**src/rtl/ps2_key_rx.sv**
```systemverilog
// rtl/ps2_key_rx.sv - PS/2 keyboard receiver: sync, glitch filter, frame FSM, E0/F0 prefix decode, event FIFO
// Optional partial-frame timeout is built when PS2_KEY_RX_TIMEOUT_EN is defined.
module ps2_key_rx #(
  parameter int FILTER_LEN  = 8,
  parameter int FIFO_DEPTH  = 8,
  parameter int TIMEOUT_CYC = 50000
) (
  input  logic                          clk,
  input  logic                          rst,
  input  logic                          ps2_clk,
  input  logic                          ps2_data,
  output logic                          ev_valid,
  input  logic                          ev_ready,
  output logic [7:0]                    ev_code,
  output logic                          ev_break,
  output logic                          ev_ext,
  output logic [$clog2(FIFO_DEPTH):0]   ev_count,
  output logic                          frame_err,
  output logic                          timeout_err,
  output logic                          overflow
);

  localparam int FLT_W = $clog2(FILTER_LEN + 1);
  localparam int PTR_W = $clog2(FIFO_DEPTH);
  localparam int CNT_W = PTR_W + 1;

  typedef enum logic [1:0] {IDLE, DATA, PARITY, STOP} state_t;

  logic             clk_s1, clk_s2, dat_s1, dat_s2;
  logic [FLT_W-1:0] flt_cnt;
  logic             clk_f, clk_f_q;
  logic             strobe;

  state_t           state, state_nxt;
  logic [2:0]       bit_cnt;
  logic [7:0]       shift;
  logic             par_bit;
  logic             flag_ext, flag_brk;
  logic             frame_good;
  logic             timeout;

  logic             push_req;
  logic [10:0]      push_data;
  logic [10:0]      mem [FIFO_DEPTH];
  logic [PTR_W-1:0] wr_ptr, rd_ptr;
  logic             full, do_push, do_pop;

  always_ff @(posedge clk or posedge rst) begin
    if (rst) begin
      clk_s1 <= 1'b1;
      clk_s2 <= 1'b1;
      dat_s1 <= 1'b1;
      dat_s2 <= 1'b1;
    end else begin
      clk_s1 <= ps2_clk;
      clk_s2 <= clk_s1;
      dat_s1 <= ps2_data;
      dat_s2 <= dat_s1;
    end
  end

  // The filtered level only follows after FILTER_LEN consecutive samples of the new value.
  always_ff @(posedge clk or posedge rst) begin
    if (rst) begin
      flt_cnt <= '0;
      clk_f   <= 1'b1;
      clk_f_q <= 1'b1;
    end else begin
      clk_f_q <= clk_f;
      if (clk_s2 == clk_f) begin
        flt_cnt <= '0;
      end else if (flt_cnt == FLT_W'(FILTER_LEN - 1)) begin
        clk_f   <= clk_s2;
        flt_cnt <= '0;
      end else begin
        flt_cnt <= flt_cnt + FLT_W'(1);
      end
    end
  end

  assign strobe = clk_f_q & ~clk_f;

  always_ff @(posedge clk or posedge rst) begin
    if (rst) state <= IDLE;
    else     state <= state_nxt;
  end

  always_comb begin
    state_nxt = state;
    if (timeout) begin
      state_nxt = IDLE;
    end else if (strobe) begin
      case (state)
        IDLE:    if (!dat_s2) state_nxt = DATA;
        DATA:    if (bit_cnt == 3'd7) state_nxt = PARITY;
        PARITY:  state_nxt = STOP;
        STOP:    state_nxt = IDLE;
        default: state_nxt = IDLE;
      endcase
    end
  end

  // Odd parity over data plus parity bit, and the stop bit must be high.
  assign frame_good = dat_s2 & (^{shift, par_bit});

  always_ff @(posedge clk or posedge rst) begin
    if (rst) begin
      bit_cnt   <= '0;
      shift     <= '0;
      par_bit   <= 1'b0;
      flag_ext  <= 1'b0;
      flag_brk  <= 1'b0;
      push_req  <= 1'b0;
      push_data <= '0;
      frame_err <= 1'b0;
    end else begin
      push_req  <= 1'b0;
      frame_err <= 1'b0;
      if (timeout) begin
        flag_ext <= 1'b0;
        flag_brk <= 1'b0;
      end else if (strobe) begin
        case (state)
          IDLE: bit_cnt <= '0;
          DATA: begin
            shift   <= {dat_s2, shift[7:1]};
            bit_cnt <= bit_cnt + 3'd1;
          end
          PARITY: par_bit <= dat_s2;
          STOP: begin
            if (!frame_good) begin
              frame_err <= 1'b1;
              flag_ext  <= 1'b0;
              flag_brk  <= 1'b0;
            end else if (shift == 8'hE0) begin
              flag_ext <= 1'b1;
            end else if (shift == 8'hF0) begin
              flag_brk <= 1'b1;
            end else begin
              push_req  <= 1'b1;
              push_data <= {flag_ext, flag_brk, shift};
              flag_ext  <= 1'b0;
              flag_brk  <= 1'b0;
            end
          end
          default: ;
        endcase
      end
    end
  end

`ifdef PS2_KEY_RX_TIMEOUT_EN
  localparam int TO_W = $clog2(TIMEOUT_CYC + 1);
  logic [TO_W-1:0] to_cnt;

  // A strobe on the expiry cycle wins, so a late but valid bit is still taken.
  assign timeout = (state != IDLE) && !strobe && (to_cnt == TO_W'(TIMEOUT_CYC - 1));

  always_ff @(posedge clk or posedge rst) begin
    if (rst) begin
      to_cnt      <= '0;
      timeout_err <= 1'b0;
    end else begin
      timeout_err <= timeout;
      if (state == IDLE || strobe || timeout) to_cnt <= '0;
      else                                    to_cnt <= to_cnt + TO_W'(1);
    end
  end
`else
  assign timeout     = 1'b0;
  assign timeout_err = 1'b0;
`endif

  assign full    = (ev_count == CNT_W'(FIFO_DEPTH));
  assign do_pop  = ev_valid & ev_ready;
  assign do_push = push_req & (~full | do_pop);

  always_ff @(posedge clk) begin
    if (do_push) mem[wr_ptr] <= push_data;
  end

  always_ff @(posedge clk or posedge rst) begin
    if (rst) begin
      wr_ptr   <= '0;
      rd_ptr   <= '0;
      ev_count <= '0;
      overflow <= 1'b0;
    end else begin
      if (do_push) wr_ptr <= wr_ptr + PTR_W'(1);
      if (do_pop)  rd_ptr <= rd_ptr + PTR_W'(1);
      case ({do_push, do_pop})
        2'b10:   ev_count <= ev_count + CNT_W'(1);
        2'b01:   ev_count <= ev_count - CNT_W'(1);
        default: ;
      endcase
      if (push_req && full && !do_pop) overflow <= 1'b1;
    end
  end

  assign ev_valid = (ev_count != '0);
  assign {ev_ext, ev_break, ev_code} = ev_valid ? mem[rd_ptr] : 11'd0;

endmodule
```
**config.mk**
```make
export PLATFORM = sky130hd
export DESIGN_NAME = ps2_key_rx
export DESIGN_NICKNAME = d
export VERILOG_FILES = /design/src/rtl/ps2_key_rx.sv
export SDC_FILE = /design/constraint.sdc
export NUM_CORES = 1
export LEC_CHECK = 0
export CORE_MARGIN = 2
export CORE_UTILIZATION = 54
export DETAILED_ROUTE_END_ITERATION = 10
export GPL_ROUTABILITY_DRIVEN = 0
export PLACE_DENSITY = 0.75
export SLEW_MARGIN = 30
export SYNTH_ARGS = -nofsm -noshare
export SYNTH_HDL_FRONTEND = slang
export SYNTH_SLANG_ARGS = --single-unit
```
**constraint.sdc**
```tcl
create_clock -name clk -period 2.2 [get_ports clk]
set_input_delay 0.44 -clock clk [delete_from_list [all_inputs] [get_ports clk]]
set_output_delay 0.44 -clock clk [all_outputs]
set_load 0.01 [all_outputs]
```
==> flow_summary.toml, run 1 <==
[status]
outcome = "finished, violations left"
violations = "negative setup slack"

[floorplanning]
die_w_um = 104
fp-row-count = 36
start_util_pct = 55.3
die-area_sq_um = 10700
io_pins = 23
coreArea_sq_um = 9680
die_h_um = 104

[sta]
grt_setup_unrepaired = "yes"
min_period_over_period_pct = 112
setup_violations = 10
final_max_slew_viol_count = 0
period_needed_ns = 2.47
setup_slack_ns = -0.269
hold_viol_final = 0
finClkSkew_ns = 0.00784
max_freq_mhz = 405

[global_routing]
grt.total_usage_pct = 20.9
grt_pass1_wl_um = 16700
overflow = 0
grt_pass1_vias = 3180
grt_max_degree = 30
antenna_found_initial = 0

[clock_tree]
insertion_delay_ns = 0.51
cts_buffer_depth = 2
cts_tree = "yes"
numClockSinks = 129
cts_buffers = 17
cts_root_buffer = "clkbuf_8"
hold_buffers = 0
clk_pin_slew_ns = 0.06
htree_levels = 4

[cells_and_area]
nFillCells = 647
multiInputGateArea_sq_um = 1680
postLayoutCellArea_sq_um = 6640
fin_nets = 421
final-seq-area_sq_um = 3640
fin_util_pct = 68.6
antenna_cells = 0
drive_above_1_share_pct = 35.6
area_growth_syn_to_layout_pct = 24.0
fin_cells = 549

[routing]
vias_per_cell = 5.51
antenna_left = 0
avgRoutedWirePerCell_um = 18.9
first_pass_iters = 4
drc = 0
drt_iter0_markers = 108
num_vias = 3026
routed_wl_um = 10400

[yosys]
netlist_area_sq_um = 5360
synth-seq-cells = 129
synthTopCellsByArea = "edfxtp_1 (45%), dfrtp_1 (20%), mux4_2 (8.4%)"
netlist.area_leader.share_pct = 44.8
ys_seq_area_share_pct = 67.9
synth_area_per_cell_sq_um = 16.2
yosysUniqueCellTypes = 40
yosysWarningCount = 0
synth_top_area_cell = "edfxtp_1"
synthCells = 330
syn_nets = 347

[critical_path]
cp.required_ns = 1.76
crit_chain = "buf_6, buf_12, mux4_2, mux2i_1, nor2_1, buf_2"
crit_path_max_incr_delay_ns = 0.54
critPathArrivalTime_ns = 2.03
cp-end-kind = "output port"
worstSetupPathType = "flop to output port"
cp_max_fo = 5
cp-start-kind = "flop"
cp_slowest_cell = "mux4_2"

[place]
place_area_sq_um = 5980
portBuffers = 21
placed_cells = 506
place_hpwl_um = 6120

[power]
power.total_mw = 7.53
power.density_nw_per_um2 = 1130
p_leak_nw = 2.76
irDropWorstVdd_uv = 637

[job]
cap_violations = 0

[hold_path]
hold_path.class = "input pin to async pin"
[timing repair]
action,4_1_cts,5_1_grt
gates resized for setup,49,10
hold endpoints to repair,0,0
setup buffers,11,3
cloned,2,0
setup endpoints to repair,11,20
pin swaps,2,10
[cell type report]
| type | instances | area share [%] |
|---|---|---|
| Clock buffer | 17 | 6.24 |
| Clock inverter | 14 | 1.87 |
| Inverter | 9 | 0.509 |
| Multi-Input combinational cell | 181 | 25.3 |
| Sequential cell | 129 | 54.8 |
| Tap cell | 133 | 2.51 |
| Timing Repair Buffer | 66 | 8.78 |
[critical path, delay by kind of cell (launching register included)]
kind,cells,cell delay (ns)
buf+inv,3,0.37
simple gates,1,0.06
flops,1,0.38
mux,2,0.70
[sequential cells by signal (all words and copies together) (netlist names), 2 cells and up]
name,flops
ev_count,4
rd_ptr,3
mem,80
bit_cnt,3
push_data,10
shift,8
wr_ptr,3
flt_cnt,4
state,2
[stage by stage]
step | hold WS (ns) | setup WS (ns) | setup TNS, ns
after global routing | 0.304 | -0.381 | -3.26
final | 0.268 | -0.269 | -2.17
after detailed placement | 0.347 | -0.179 | -0.674
after CTS | 0.258 | -0.346 | -3.12
after floorplan | 0.345 | 0.00389 | 0
after global placement | 0.347 | -0.132 | -0.293
[power by group]
part           internal (mW)  total [mW]  switching (mW)
combinational           1.11        2.08           0.969
sequential              2.75        2.93           0.175
clock                   1.58        2.53           0.953
[cells in the mapped netlist]
cell type	instances
xnor2_1	9
dfstp_2	6
xnor2_2	1
xor2_1	6
and3_1	2
buf_4	1
nand3b_1	4
dfrtp_1	43
nand2_1	19
nor4_1	1
nor2_1	28
clkbuf_1	7
ha_1	12
a22oi_1	1
nor3b_1	1
a31oi_1	2
nand2b_1	4
o41ai_1	1
edfxtp_1	80
a32o_1	2
inv_1	9
xnor3_2	1
nand3_1	4
o21bai_1	1
o21ai_0	6
nor2b_1	3
a211oi_1	1
a31oi_4	1
nor3_1	9
a21oi_1	6
mux2_2	21
nor3_2	1
a21o_1	1
conb_1	1
a21o_2	1
mux2i_1	10
buf_6	1
mux4_2	20
and2_1	1
buf_2	2
[routing by layer]
metal,wire length [um],vias to the layer above,GRT usage (%)
li1,-,1390,-
met1,4050,1544,24.2
met2,5700,75,37.0
met3,389,17,5.48
met4,224,0,8.88
met5,0,-,0
[placed cells by master, fill, tap and decap left out, types with 3 or more instances in the layout]
cell,netlist,final
buf_4,1,36
clkinv_2,0,8
xor2_1,6,5
dfrtp_1,43,40
edfxtp_1,80,80
dfrtp_2,0,3
dfstp_2,6,6
nand3b_1,4,4
a21oi_1,6,5
buf_2,2,10
nand2b_1,4,4
ha_1,12,10
mux2_2,21,21
buf_12,0,6
nand3_1,4,4
clkbuf_16,0,16
inv_1,9,8
mux4_2,20,20
nor2_1,28,28
nand2_1,19,19
mux2i_1,10,10
clkdlybuf4s50_1,0,10
o21ai_0,6,6
xnor2_1,9,9
nor3_1,9,8
[worst paths after layout]
check	startpoint	cells past startpoint	endpoint	slack (ns)
hold / removal	rst	2	wr_ptr[0]	0.27
max in group asynchronous	rst	3	dat_s1	1.34
setup / recovery	rd_ptr[0]	6	ev_code[7]	-0.27
setup reg to reg	ev_count[3]	10	ev_count[2]	0.10
hold reg to reg	clk_s1	0	clk_s2	0.35
min in group clk	ps2_data	1	dat_s1	0.33
[logic make-up (layout without fill, tap and decap cells)]
group	Yosys count	count (layout)	synth area share (%)
flip-flops	129	129	67.9
buffers and inverters	20	106	1.66
XOR/XNOR	17	17	3.20
other	1	1	0.0700
AND/OR/NAND/NOR	77	77	6.68
adder cells (fa/ha/maj)	12	12	2.80
AO/OA/AOI/OAI	23	23	3.01
multiplexers	51	51	14.7
No activity file was read; power rests on OpenSTA's default activity.
==> inputs of run 2 (changes only) <==
--- a/config.mk
+++ b/config.mk
@@ -10,6 +10,7 @@
 export DETAILED_ROUTE_END_ITERATION = 10
 export GPL_ROUTABILITY_DRIVEN = 0
 export PLACE_DENSITY = 0.75
+export REMOVE_ABC_BUFFERS = 1
 export SLEW_MARGIN = 30
 export SYNTH_ARGS = -nofsm -noshare
 export SYNTH_HDL_FRONTEND = slang
==> flow_summary.toml, run 2 (synthesis gave the netlist of run 1 again) <==
[critical_path]
cp-start-kind = "flop"
cp.required_ns = 1.76
regToRegSetupSlack_ns = 0.06
critPathArrivalTime_ns = 2.01
ff2ff_path_depth = 7
cp-end-kind = "output port"
worstSetupPathType = "flop to output port"
cp_max_fo = 6

[cells_and_area]
antenna_cells = 0
postLayoutCellArea_sq_um = 6710
fin_util_pct = 69.3
final_common_cell = "edfxtp_1"
area_growth_syn_to_layout_pct = 25.3
drive_above_1_share_pct = 36.7
nFillCells = 627
largest-register = "mem"
reg_top3 = "mem x80, push_data x10, shift x8"
largest_reg_flops = 80
layout_common_cells = "edfxtp_1 (80), dfrtp_1 (41), buf_4 (37)"
fin_nets = 421

[clock_tree]
hold_buffers = 0
htree_levels = 4
cts_root_buffer = "clkbuf_8"
cts_buffer_depth = 2
cts_buffers = 17
cts_tree = "yes"
clk_pin_slew_ns = 0.06
numClockSinks = 129
insertion_delay_ns = 0.52

[job]
cap_violations = 0

[place]
portBuffers = 21
place_hpwl_um = 6130
place_area_sq_um = 5980

[sta]
maxSlewHeadroom_pct = 51.5
min_period_over_period_pct = 111
final_max_slew_viol_count = 0
setup_slack_ns = -0.246
max_freq_mhz = 409
worstMarginPinSlew_ns = 0.727
hold_viol_final = 0
setup_violations = 10
finClkSkew_ns = 0.00782
grt_setup_unrepaired = "yes"
period_needed_ns = 2.45

[global_routing]
grt_pass1_vias = 3048
grt_pass1_wl_um = 16400
grt.total_usage_pct = 20.4
grt_max_degree = 29
overflow = 0
antenna_found_initial = 0

[power]
p_leak_nw = 2.79
power.total_mw = 7.80
irDropWorstVdd_uv = 736
power.density_nw_per_um2 = 1160

[routing]
routed_wl_um = 10300
met1_length_um = 4210
met3_length_um = 437
drt_iter0_markers = 115
dr.max_layer_used = "met4"
first_pass_iters = 4
vias_per_cell = 5.46
drc = 0
antenna_left = 0
wl_met2_um = 5490
avgRoutedWirePerCell_um = 18.6
num_vias = 3001

[floorplanning]
die_w_um = 104
coreArea_sq_um = 9680
fp-row-count = 36
die-area_sq_um = 10700
start_util_pct = 55.3
io_pins = 23
die_h_um = 104

[hold_path]
hold_path.class = "input pin to async pin"

[status]
outcome = "finished, violations left"
violations = "negative setup slack"
-- run 2: worst paths after layout --
check	endpoint	start
setup / recovery	ev_code[4]	rd_ptr[0]
hold / removal	flt_cnt[0]	rst
setup reg to reg	push_data[8]	shift[1]
hold reg to reg	dat_s2	dat_s1
max in group asynchronous	dat_s2	rst
min in group clk	clk_s1	ps2_clk
-- run 2: critical path, stage by stage (launching register included) --
cell and delay (ns):
dfrtp_2 0.39, buf_6 0.16, mux4_2 0.52, mux2i_1 0.19, nor2_1 0.09, buf_2 0.14
-- run 2: routing by layer --
metal | track usage, % | vias up
li1 | - | 1382
met5 | 0 | -
met4 | 6.27 | 0
met1 | 25.6 | 1548
met2 | 35.0 | 61
met3 | 5.48 | 10
-- run 2: where the power goes --
group          switching (mW)  internal, mW
Combinational           0.895          1.05
Clock                    1.12          1.76
Sequential              0.233          2.75
Total                    2.25          5.56
-- run 2: final cells by class --
type,instances,area [sq um],share of cell area [%]
flip-flops and latches,129,3640,54.2
clock buffers,17,414,6.17
repair buffers,66,569,8.49
multi-input cells,181,1690,25.2
clock inverters,15,194,2.89
well taps,133,166,2.48
inverters,9,33.8,0.504
-- run 2: repair_timing --
action / in CTS / in global routing
pin swaps: 2 / 15
endpoints found under the setup margin: 11 / 20
resized for setup: 47 / 16
setup buffers: 7 / 7
cloned: 2 / 0
-- run 2: per-stage QoR --
step	instances	setup WS, ns	setup TNS, ns	hold slack (ns)
after CTS	547	-0.346	-2.93	0.277
final	550	-0.246	-1.96	0.270
after detailed placement	506	-0.225	-1.21	0.349
after floorplan	319	-0.796	-2.84	0.345
after global placement	506	-0.159	-0.589	0.347
after global routing	550	-0.351	-3.11	0.321
==> inputs of run 3 (changes only) <==
--- a/config.mk
+++ b/config.mk
@@ -6,10 +6,11 @@
 export NUM_CORES = 1
 export LEC_CHECK = 0
 export CORE_MARGIN = 2
-export CORE_UTILIZATION = 54
+export CORE_UTILIZATION = 55
+export CTS_BUF_LIST = sky130_fd_sc_hd__clkbuf_4
 export DETAILED_ROUTE_END_ITERATION = 10
 export GPL_ROUTABILITY_DRIVEN = 0
-export PLACE_DENSITY = 0.75
+export PLACE_DENSITY = 0.76
 export REMOVE_ABC_BUFFERS = 1
 export SLEW_MARGIN = 30
 export SYNTH_ARGS = -nofsm -noshare
==> flow_summary.toml, run 3 (synthesis gave the netlist of run 1 again) <==
[status]
outcome = "finished, violations left"
violations = "negative setup slack"

[sta]
setup_tns_ns = -2.55
final_max_slew_viol_count = 0
finClkSkew_ns = 0.0247
setup_slack_ns = -0.294
max_freq_mhz = 401
period_needed_ns = 2.49
hold_viol_final = 0
grt_setup_unrepaired = "yes"
setup_violations = 10
min_period_over_period_pct = 113

[clock_tree]
insertion_delay_ns = 0.49
numClockSinks = 129
htree_levels = 4
clk_pin_slew_ns = 0.11
cts_tree = "yes"
cts_buffers = 17
cts_buffer_depth = 2
cts_root_buffer = "clkbuf_4"

[floorplanning]
coreArea_sq_um = 9590
fp-row-count = 36
die_w_um = 103
die_h_um = 103
io_pins = 23
start_util_pct = 55.8
die-area_sq_um = 10500

[routing]
drt_iter0_markers = 135
first_pass_iters = 5
antenna_left = 0
vias_per_cell = 5.35
avgRoutedWirePerCell_um = 17.2
routed_wl_um = 9470
drc = 0
num_vias = 2936

[global_routing]
grt_pass1_wl_um = 15300
grt_pass1_vias = 3006
overflow = 0
antenna_found_initial = 0
grt.total_usage_pct = 19.9
grt_max_degree = 23

[cells_and_area]
layout_common_cells = "edfxtp_1 (80), dfrtp_1 (41), buf_4 (34)"
final_common_cell = "edfxtp_1"
antenna_cells = 0
largest-register = "mem"
area_growth_syn_to_layout_pct = 21.1
drive_above_1_share_pct = 35.8
fin_nets = 420
reg_top3 = "mem x80, push_data x10, shift x8"
largest_reg_flops = 80
nFillCells = 643
fin_util_pct = 67.6

[power]
irDropWorstVdd_uv = 608
power.total_mw = 6.91
p_leak_nw = 2.67
power.density_nw_per_um2 = 1060

[critical_path]
crit_path_max_incr_delay_ns = 0.49
cp-start-kind = "flop"
cp-end-kind = "output port"
critPathArrivalTime_ns = 2.05
cp_slowest_cell = "dfrtp_2"
cp.required_ns = 1.76
crit_path_frequent_cell = "buf_12"
cp_max_fo = 5
crit_chain = "buf_12, buf_12, mux4_2, mux2i_1, nor2_1, buf_2"
ff2ff_path_depth = 6
worstSetupPathType = "flop to output port"

[place]
dp_slack_ns = -0.204
place_hpwl_um = 6030
portBuffers = 21

[job]
cap_violations = 0

[hold_path]
hold_path.class = "input pin to async pin"
run 3: changes by cell type in the layout (fill, tap and decap cells not counted), sizes merged:
cell | previous run | this run
clkdlybuf4s50 | 9 | 10
inv | 17 | 11
clkinv | 3 | 4
bufinv | 3 | 5
clkinvlp | 1 | 3
dlymetal6s2s | 1 | 0
run 3: per-stage QoR:
step / area [sq um] / hold WS (ns) / std cells
floorplan: 5300 / 0.345 / 319
CTS: 6480 / 0.206 / 549
detailed placement: 5990 / 0.348 / 507
finish: 6490 / 0.230 / 549
global route: 6490 / 0.229 / 549
global placement: 5990 / 0.346 / 507
run 3: cell type report:
class                           instances  area [sq um]  area share, %
Timing Repair Buffer                   65           616           9.49
Sequential cell                       129          3640           56.1
Clock inverter                         14           211           3.26
Tap cell                              133           166           2.57
Inverter                                9          36.3          0.559
Multi-Input combinational cell        181          1680           25.9
Clock buffer                           18           135           2.08
run 3: where the power goes:
| group | total [mW] | internal [mW] | switching [mW] |
|---|---|---|---|
| clock network | 1.90 | 1.03 | 0.866 |
| registers | 2.92 | 2.74 | 0.177 |
| logic | 2.09 | 1.15 | 0.940 |
| total | 6.91 | 4.92 | 1.98 |
run 3: path summary, 6_finish.rpt:
kind	startpoint	slack (ns)	to
worst max-delay path	rd_ptr[0]	-0.29	ev_code[0]
worst min-delay path	rst	0.23	bit_cnt[2]
max in group asynchronous	rst	1.38	clk_f
worst max register to register	shift[4]	0.06	push_data[1]
worst min register to register	dat_s1	0.36	dat_s2
min in group clk	ps2_clk	0.35	clk_s1
run 3: worst max-delay path, delay by kind of cell, from the launching register on:
kind                   cells  cell delay, ns
and+or+nand+nor            1            0.06
muxes                      2            0.62
DFF                        1            0.49
buffers and inverters      3            0.41
run 3: what timing repair did:
action	CTS	global route
buffers inserted	7	2
pin swaps	4	12
setup endpoints to repair	12	21
hold buffers	0	0
cloned	3	0
resized for setup	47	15
run 3: routing by layer:
metal | part of all wire [%] | vias to the layer above | GRT usage [%]
met5 | 0 | - | 0
met4 | 1.2 | 0 | 5.54
met3 | 2.2 | 11 | 5.02
met2 | 54 | 44 | 35.6
met1 | 42 | 1495 | 24.1
li1 | - | 1386 | -
